## config.mk

```make
export PLATFORM = sky130hd
export DESIGN_NAME = hit_judge
export DESIGN_NICKNAME = d
export VERILOG_FILES = /design/src/rtl/game_pkg.sv /design/src/rtl/bcd_counter_sat.sv /design/src/rtl/hit_judge.sv
export SDC_FILE = /design/constraint.sdc
export NUM_CORES = 1
export LEC_CHECK = 0
export BUFFER_PORTS_ARGS = -buffer_cell sky130_fd_sc_hd__clkbuf_2
export CORE_MARGIN = 1
export CORE_UTILIZATION = 55
export DETAILED_ROUTE_END_ITERATION = 6
export PLACE_DENSITY = 0.77
export SLEW_MARGIN = 15
export SYNTH_ARGS = -nofsm -noshare
export SYNTH_HDL_FRONTEND = slang
export SYNTH_SLANG_ARGS = --single-unit
```

## constraint.sdc

```tcl
create_clock -name clk -period 2.6 [get_ports clk]
set_clock_uncertainty 0.05 [all_clocks]
set_input_delay 0.26 -clock clk [delete_from_list [all_inputs] [get_ports clk]]
set_output_delay 0.26 -clock clk [all_outputs]
set_load 0.1 [all_outputs]
```

## src/rtl/game_pkg.sv

```systemverilog
// Shared definitions for the whack-a-mole judge.
// Contents:
//   state_t            round-judge state encoding (2 bits)
//   BCD_W              width of one BCD score digit
//   DEFAULT_NUM_HOLES  default number of holes/buttons
//   SCORE_MAX          value at which the two-digit scores stop counting
package game_pkg;

    typedef enum logic [1:0] {
        ST_IDLE       = 2'd0,
        ST_WAIT_ROUND = 2'd1,
        ST_ARMED      = 2'd2,
        ST_RESOLVED   = 2'd3
    } state_t;

    localparam int BCD_W             = 4;
    localparam int DEFAULT_NUM_HOLES = 16;
    localparam int SCORE_MAX         = 99;

endpackage

```

## src/rtl/bcd_counter_sat.sv

```systemverilog
// Two-digit BCD counter that saturates at SCORE_MAX.
// Ports:
//   clk        system clock
//   rst        asynchronous active-low reset, clears both digits
//   clr        synchronous clear (wins over inc)
//   inc        count up by one; ignored once the counter reads SCORE_MAX
//   ones, tens BCD digits
module bcd_counter_sat
    import game_pkg::*;
(
    input  logic             clk,
    input  logic             rst,
    input  logic             clr,
    input  logic             inc,
    output logic [BCD_W-1:0] ones,
    output logic [BCD_W-1:0] tens
);

    localparam logic [BCD_W-1:0] MAX_ONES = BCD_W'(SCORE_MAX % 10);
    localparam logic [BCD_W-1:0] MAX_TENS = BCD_W'(SCORE_MAX / 10);
    localparam logic [BCD_W-1:0] NINE     = BCD_W'(9);

    logic [BCD_W-1:0] ones_reg;
    logic [BCD_W-1:0] tens_reg;
    logic             at_max;

    assign at_max = (ones_reg == MAX_ONES) && (tens_reg == MAX_TENS);

    always_ff @(posedge clk or negedge rst) begin
        if (!rst) begin
            ones_reg <= '0;
            tens_reg <= '0;
        end else if (clr) begin
            ones_reg <= '0;
            tens_reg <= '0;
        end else if (inc && !at_max) begin
            if (ones_reg == NINE) begin
                ones_reg <= '0;
                tens_reg <= tens_reg + BCD_W'(1);
            end else begin
                ones_reg <= ones_reg + BCD_W'(1);
            end
        end
    end

    assign ones = ones_reg;
    assign tens = tens_reg;

endmodule

```

## src/rtl/hit_judge.sv

```systemverilog
// Round judge and score keeper for the whack-a-mole game.
// Ports:
//   clk                    system clock
//   rst                    asynchronous active-low reset
//   inGame                 asynchronous game-enable level
//   round_start, position  new-round pulse and mole hole index (clk domain)
//   btn                    asynchronous active-high hole buttons
//   mole_pos, mole_active  latched mole position / mole awaiting a press
//   hit_pulse, miss_pulse  one-cycle pulse per counted hit / miss
//   hit_*, miss_*          BCD scores (ones/tens)
module hit_judge
    import game_pkg::*;
#(
    parameter int NUM_HOLES = DEFAULT_NUM_HOLES
) (
    input  logic                 clk,
    input  logic                 rst,
    input  logic                 inGame,
    input  logic                 round_start,
    input  logic [3:0]           position,
    input  logic [NUM_HOLES-1:0] btn,
    output logic [3:0]           mole_pos,
    output logic                 mole_active,
    output logic                 hit_pulse,
    output logic                 miss_pulse,
    output logic [BCD_W-1:0]     hit_ones,
    output logic [BCD_W-1:0]     hit_tens,
    output logic [BCD_W-1:0]     miss_ones,
    output logic [BCD_W-1:0]     miss_tens
);

    localparam logic [4:0] HOLES_W = 5'(NUM_HOLES);

    // inGame: two-flop synchronizer plus previous-value register for edge detect
    logic game_meta_reg;
    logic game_sync_reg;
    logic game_prev_reg;
    logic game_rise;

    always_ff @(posedge clk or negedge rst) begin
        if (!rst) begin
            game_meta_reg <= 1'b0;
            game_sync_reg <= 1'b0;
            game_prev_reg <= 1'b0;
        end else begin
            game_meta_reg <= inGame;
            game_sync_reg <= game_meta_reg;
            game_prev_reg <= game_sync_reg;
        end
    end

    assign game_rise = game_sync_reg & ~game_prev_reg;

    // Buttons: same structure per bit, yielding a one-cycle press pulse
    logic [NUM_HOLES-1:0] press;

    genvar gi;
    generate
        for (gi = 0; gi < NUM_HOLES; gi++) begin : g_btn_sync
            logic meta_reg;
            logic sync_reg;
            logic prev_reg;

            always_ff @(posedge clk or negedge rst) begin
                if (!rst) begin
                    meta_reg <= 1'b0;
                    sync_reg <= 1'b0;
                    prev_reg <= 1'b0;
                end else begin
                    meta_reg <= btn[gi];
                    sync_reg <= meta_reg;
                    prev_reg <= sync_reg;
                end
            end

            assign press[gi] = sync_reg & ~prev_reg;
        end
    endgenerate

    state_t               state_reg;
    logic [3:0]           mole_pos_reg;
    logic                 mole_active_reg;
    logic                 hit_pulse_reg;
    logic                 miss_pulse_reg;

    logic [NUM_HOLES-1:0] target;
    logic                 any_press;
    logic                 pos_valid;
    logic                 hit_now;
    logic                 miss_now;
    logic                 clr_now;

    assign target    = NUM_HOLES'(1) << mole_pos_reg;
    assign any_press = |press;
    assign pos_valid = {1'b0, position} < HOLES_W;

    // Judgement is combinational so the counters and the pulse registers
    // update on the same edge. A press always wins over a timeout: when a
    // press and round_start coincide, the press is judged against the old
    // mole and no timeout miss is counted.
    always_comb begin
        hit_now  = 1'b0;
        miss_now = 1'b0;
        clr_now  = 1'b0;
        if (game_sync_reg) begin
            case (state_reg)
                ST_IDLE: clr_now = game_rise;
                ST_ARMED: begin
                    if (any_press) begin
                        hit_now  = (press == target);
                        miss_now = (press != target);
                    end else begin
                        miss_now = round_start;
                    end
                end
                default: ;
            endcase
        end
    end

    always_ff @(posedge clk or negedge rst) begin
        if (!rst) begin
            state_reg       <= ST_IDLE;
            mole_pos_reg    <= 4'd0;
            mole_active_reg <= 1'b0;
            hit_pulse_reg   <= 1'b0;
            miss_pulse_reg  <= 1'b0;
        end else begin
            hit_pulse_reg  <= hit_now;
            miss_pulse_reg <= miss_now;
            if (!game_sync_reg) begin
                state_reg       <= ST_IDLE;
                mole_active_reg <= 1'b0;
            end else begin
                case (state_reg)
                    ST_IDLE: begin
                        if (game_rise) begin
                            state_reg <= ST_WAIT_ROUND;
                        end
                    end
                    default: begin
                        // WAIT_ROUND, ARMED and RESOLVED all take a new round
                        // the same way; an out-of-range position voids it.
                        if (round_start) begin
                            if (pos_valid) begin
                                mole_pos_reg    <= position;
                                state_reg       <= ST_ARMED;
                                mole_active_reg <= 1'b1;
                            end else begin
                                state_reg       <= ST_WAIT_ROUND;
                                mole_active_reg <= 1'b0;
                            end
                        end else if (state_reg == ST_ARMED && any_press) begin
                            state_reg       <= ST_RESOLVED;
                            mole_active_reg <= 1'b0;
                        end
                    end
                endcase
            end
        end
    end

    assign mole_pos    = mole_pos_reg;
    assign mole_active = mole_active_reg;
    assign hit_pulse   = hit_pulse_reg;
    assign miss_pulse  = miss_pulse_reg;

    bcd_counter_sat u_hit_cnt (
        .clk  (clk),
        .rst  (rst),
        .clr  (clr_now),
        .inc  (hit_now),
        .ones (hit_ones),
        .tens (hit_tens)
    );

    bcd_counter_sat u_miss_cnt (
        .clk  (clk),
        .rst  (rst),
        .clr  (clr_now),
        .inc  (miss_now),
        .ones (miss_ones),
        .tens (miss_tens)
    );

endmodule

```

==> flow_summary_export.csv <==
group,metric,value,unit
status,status,"complete, but fails checks",
status,violations,"hold timing",
global_routing,grt.overflow.total,0,
clock_network,clock_latency,0.34,ns
floorplan,start_util,0.578,
power_and_ir_drop,ir_drop,0.000637,V
global_routing,grt_use_met2,0.395,
power_and_ir_drop,powerDensity,762,mW/mm^2
timing,min_period,2.57,ns
floorplan,die_w,78.6,um
clock_network,cts_tree,"yes",
global_routing,top_usage_layer,"met2",
power_and_ir_drop,comb_power_share,0.236,
worst_setup_path,worstPathArrival,2.80,ns
cells_and_area,antenna_cells,0,
synthesis,ys.flop_type,"dfrtp_1",
clock_network,clkSinkCount,76,
power_and_ir_drop,power_leakage,1.90,nW
cells_and_area,area_delta_synth_final,28.5,%
drt,post_drt_wl_per_cell,15.5,um
placed_design,dp_hpwl,4020,um
drt,drt_iter0_markers,140,
power_and_ir_drop,pwr-share-seq,0.425,
synthesis,synth_top_cell_area_share,0.590,
drt,drcViolationCount,0,
cells_and_area,fillCellCount,375,
worst_setup_path,cp_max_fo,8,
clock_network,htreeDepth,3,
timing,tightest_slew,0.891,ns
synthesis,synth_area_leaders,"dfrtp_1 (59%), nand2b_1 (3.5%), ha_1 (3.1%)",
floorplan,die_area,0.00617,mm^2
worst_setup_path,endpoint_kind,"register",
timing,setup_viol,0,
synthesis,avgSynthCellArea,11.6,um^2
drt,firstDrtPassIters,4,
global_routing,use_met1,0.305,
timing,max_freq,0.388,GHz
power_and_ir_drop,switching_share,0.313,
drt,antenna_left,0,
timing,hold_violations,5,
global_routing,grtUsageTotal,0.240,
power_and_ir_drop,clkPwrFrac,0.339,
run,cap_violations,0,
timing,whs,-0.00867,ns
clock_network,cts.path.max_buffers,2,
synthesis,yosysSeqAreaShare,0.590,
floorplan,core-area,0.00557,mm^2
synthesis,ys.warnings.count,0,
synthesis,synth_most_common_cell,"dfrtp_1",
synthesis,synth_cells,279,
worst_setup_path,crit_required,2.82,ns
synthesis,synth_fp_nets,311,
synthesis,synth_common_cells,"dfrtp_1 (76), nand2_1 (20), nand2b_1 (18)",
power_and_ir_drop,power,3.16,mW
timing,fin_crit_sh,0.990,
cells_and_area,multi_input_area,0.00134,mm^2
synthesis,synth_top_area_cell,"dfrtp_1",
timing,setup-tns-final,0,ns
global_routing,antenna_found_initial,0,
timing,relSlewSlack,0.406,
power_and_ir_drop,switchingPower,0.988,mW
worst_hold_path,hp-class,"in -> async",
clock_network,cts_buffers,9,
cells_and_area,drive_gt1_frac,0.289,
floorplan,ios,47,
synthesis,synth_area,0.00322,mm^2
floorplan,rows,27,
floorplan,die_h,78.6,um
worst_setup_path,path_class,"reg -> reg",
clock_network,root_buffer,"clkbuf_8",
clock_network,clk_pin_slew_worst_paths,0.08,ns
worst_setup_path,start_kind,"register",
synthesis,async_flop_share,1.00,
synthesis,synth_enable_flop_cells,0,
timing,rsz0062_at_grt,"true",
cells_and_area,seqCellArea,0.00192,mm^2
synthesis,synth_cell_types,50,
placed_design,numPortBuffers,46,
global_routing,grtUsageMet3,0.0442,
drt,via_count,2452,
global_routing,grt_max_degree,77,
cells_and_area,fin_nets,390,
power_and_ir_drop,power.internal,2.17,mW
drt,wirelength,6750,um
global_routing,grt_pass1_wl,11200,um
global_routing,grt_pass1_vias,2420,
timing,maxSlewViolCount,0,
placed_design,gp_congestion,0.915,
drt,viasPerCell,5.64,
synthesis,ys_ff_latch,76,
## worst max-delay path: stages (launching register included)
cell,delay (ns)
dfrtp_4,0.48
or2_0,0.24
or4_1,0.41
and3_4,0.17
a211oi_4,0.26
nand4_4,0.18
or4_4,0.56
a21oi_2,0.16
## logic make-up (layout without fill, tap and decap cells)
kind of cell               count (synthesis)  count (layout)  synth area share
DFF                                       76              76             0.590
buffers and inverters                     21             105            0.0283
adders and majority gates                  8               8            0.0310
muxes                                     10              10            0.0326
AOI/OAI and AO/OA                         50              50             0.106
and+or+nand+nor                          114             114             0.213
## final cells by class
| type | instances | share of cell area |
|---|---|---|
| tap | 72 | 0.0217 |
| timing repair buffer | 79 | 0.126 |
| sequential | 76 | 0.463 |
| inverter | 10 | 0.00906 |
| clock buffer | 10 | 0.0308 |
| clock inverter | 6 | 0.0272 |
| multi-input combinational | 182 | 0.322 |
## power by group through the flow
stage / registers, mW / clock network (mW) / logic [mW]
global placement: 1.36 / 0 / 0.581
floorplan: 1.53 / 0 / 0.300
detailed placement: 1.37 / 0 / 0.590
finish: 1.34 / 1.07 / 0.747
global route: 1.35 / 1.14 / 0.796
CTS: 1.34 / 1.09 / 0.661
## routing by layer
metal,part of all wire,wire length (um)
met3,0.041,276
met5,0,0
met4,0.029,195
met1,0.43,2910
met2,0.50,3360
## worst paths after layout
kind / cells past startpoint / startpoint / slack, ns / endpoint
max: 7 / mole_pos[2]$_DFFE_PN0P_ / 0.03 / u_hit_cnt.ones[1]$_DFFE_PN0P_
min: 1 / rst / -0.009 / g_btn_sync[2].sync_reg$_DFF_PN0_
max reg2reg: 7 / mole_pos[2]$_DFFE_PN0P_ / 0.03 / u_hit_cnt.ones[1]$_DFFE_PN0P_
min reg2reg: 0 / g_btn_sync[5].meta_reg$_DFF_PN0_ / 0.30 / g_btn_sync[5].sync_reg$_DFF_PN0_
max in group asynchronous: 1 / rst / 1.85 / mole_pos[3]$_DFFE_PN0P_
min in group clk: 2 / position[1] / 0.11 / mole_pos[1]$_DFFE_PN0P_
## timing repair
| action | 4_1_cts | 5_1_grt |
|---|---|---|
| hold buffers | 17 | 0 |
| hold endpoints to repair | 17 | 0 |
| gates resized for setup | 5 | 16 |
| cloned | 0 | 0 |
| setup endpoints to repair | 5 | 9 |
| pin swaps | 5 | 5 |
| buffers inserted | 4 | 5 |
## through the flow
step	cells	utilization	cell area (um^2)	worst slack, ns	hold WS (ns)
after floorplan	279	-	3250	-0.0473	-0.0856
after global placement	393	0.640	3570	0.0473	0.282
after detailed placement	393	0.640	3570	-0.0350	0.285
after CTS	430	0.725	4040	0.00188	0.0241
after global routing	435	0.743	4140	-0.0551	0.0817
final	435	0.743	4140	0.0251	-0.00867
## layout by cell type (no fill, tap or decap), types with 4 or more instances in the layout
cell type       n
dfrtp_1        72
clkbuf_2       45
nand2_1        20
nand2b_1       18
dlygate4sd3_1  17
buf_4          17
a21oi_1        11
inv_1          10
clkbuf_8        9
nor2_1          8
ha_1            8
nor2b_1         7
or4_1           7
nand3_1         7
o21ai_0         7
nor3_1          6
mux2i_1         6
nand3b_1        5
o211ai_1        4
nand4_1         4
a31oi_1         4
mux2_2          4
dfrtp_4         4
Note: power is estimated with default switching activity, not from simulation.
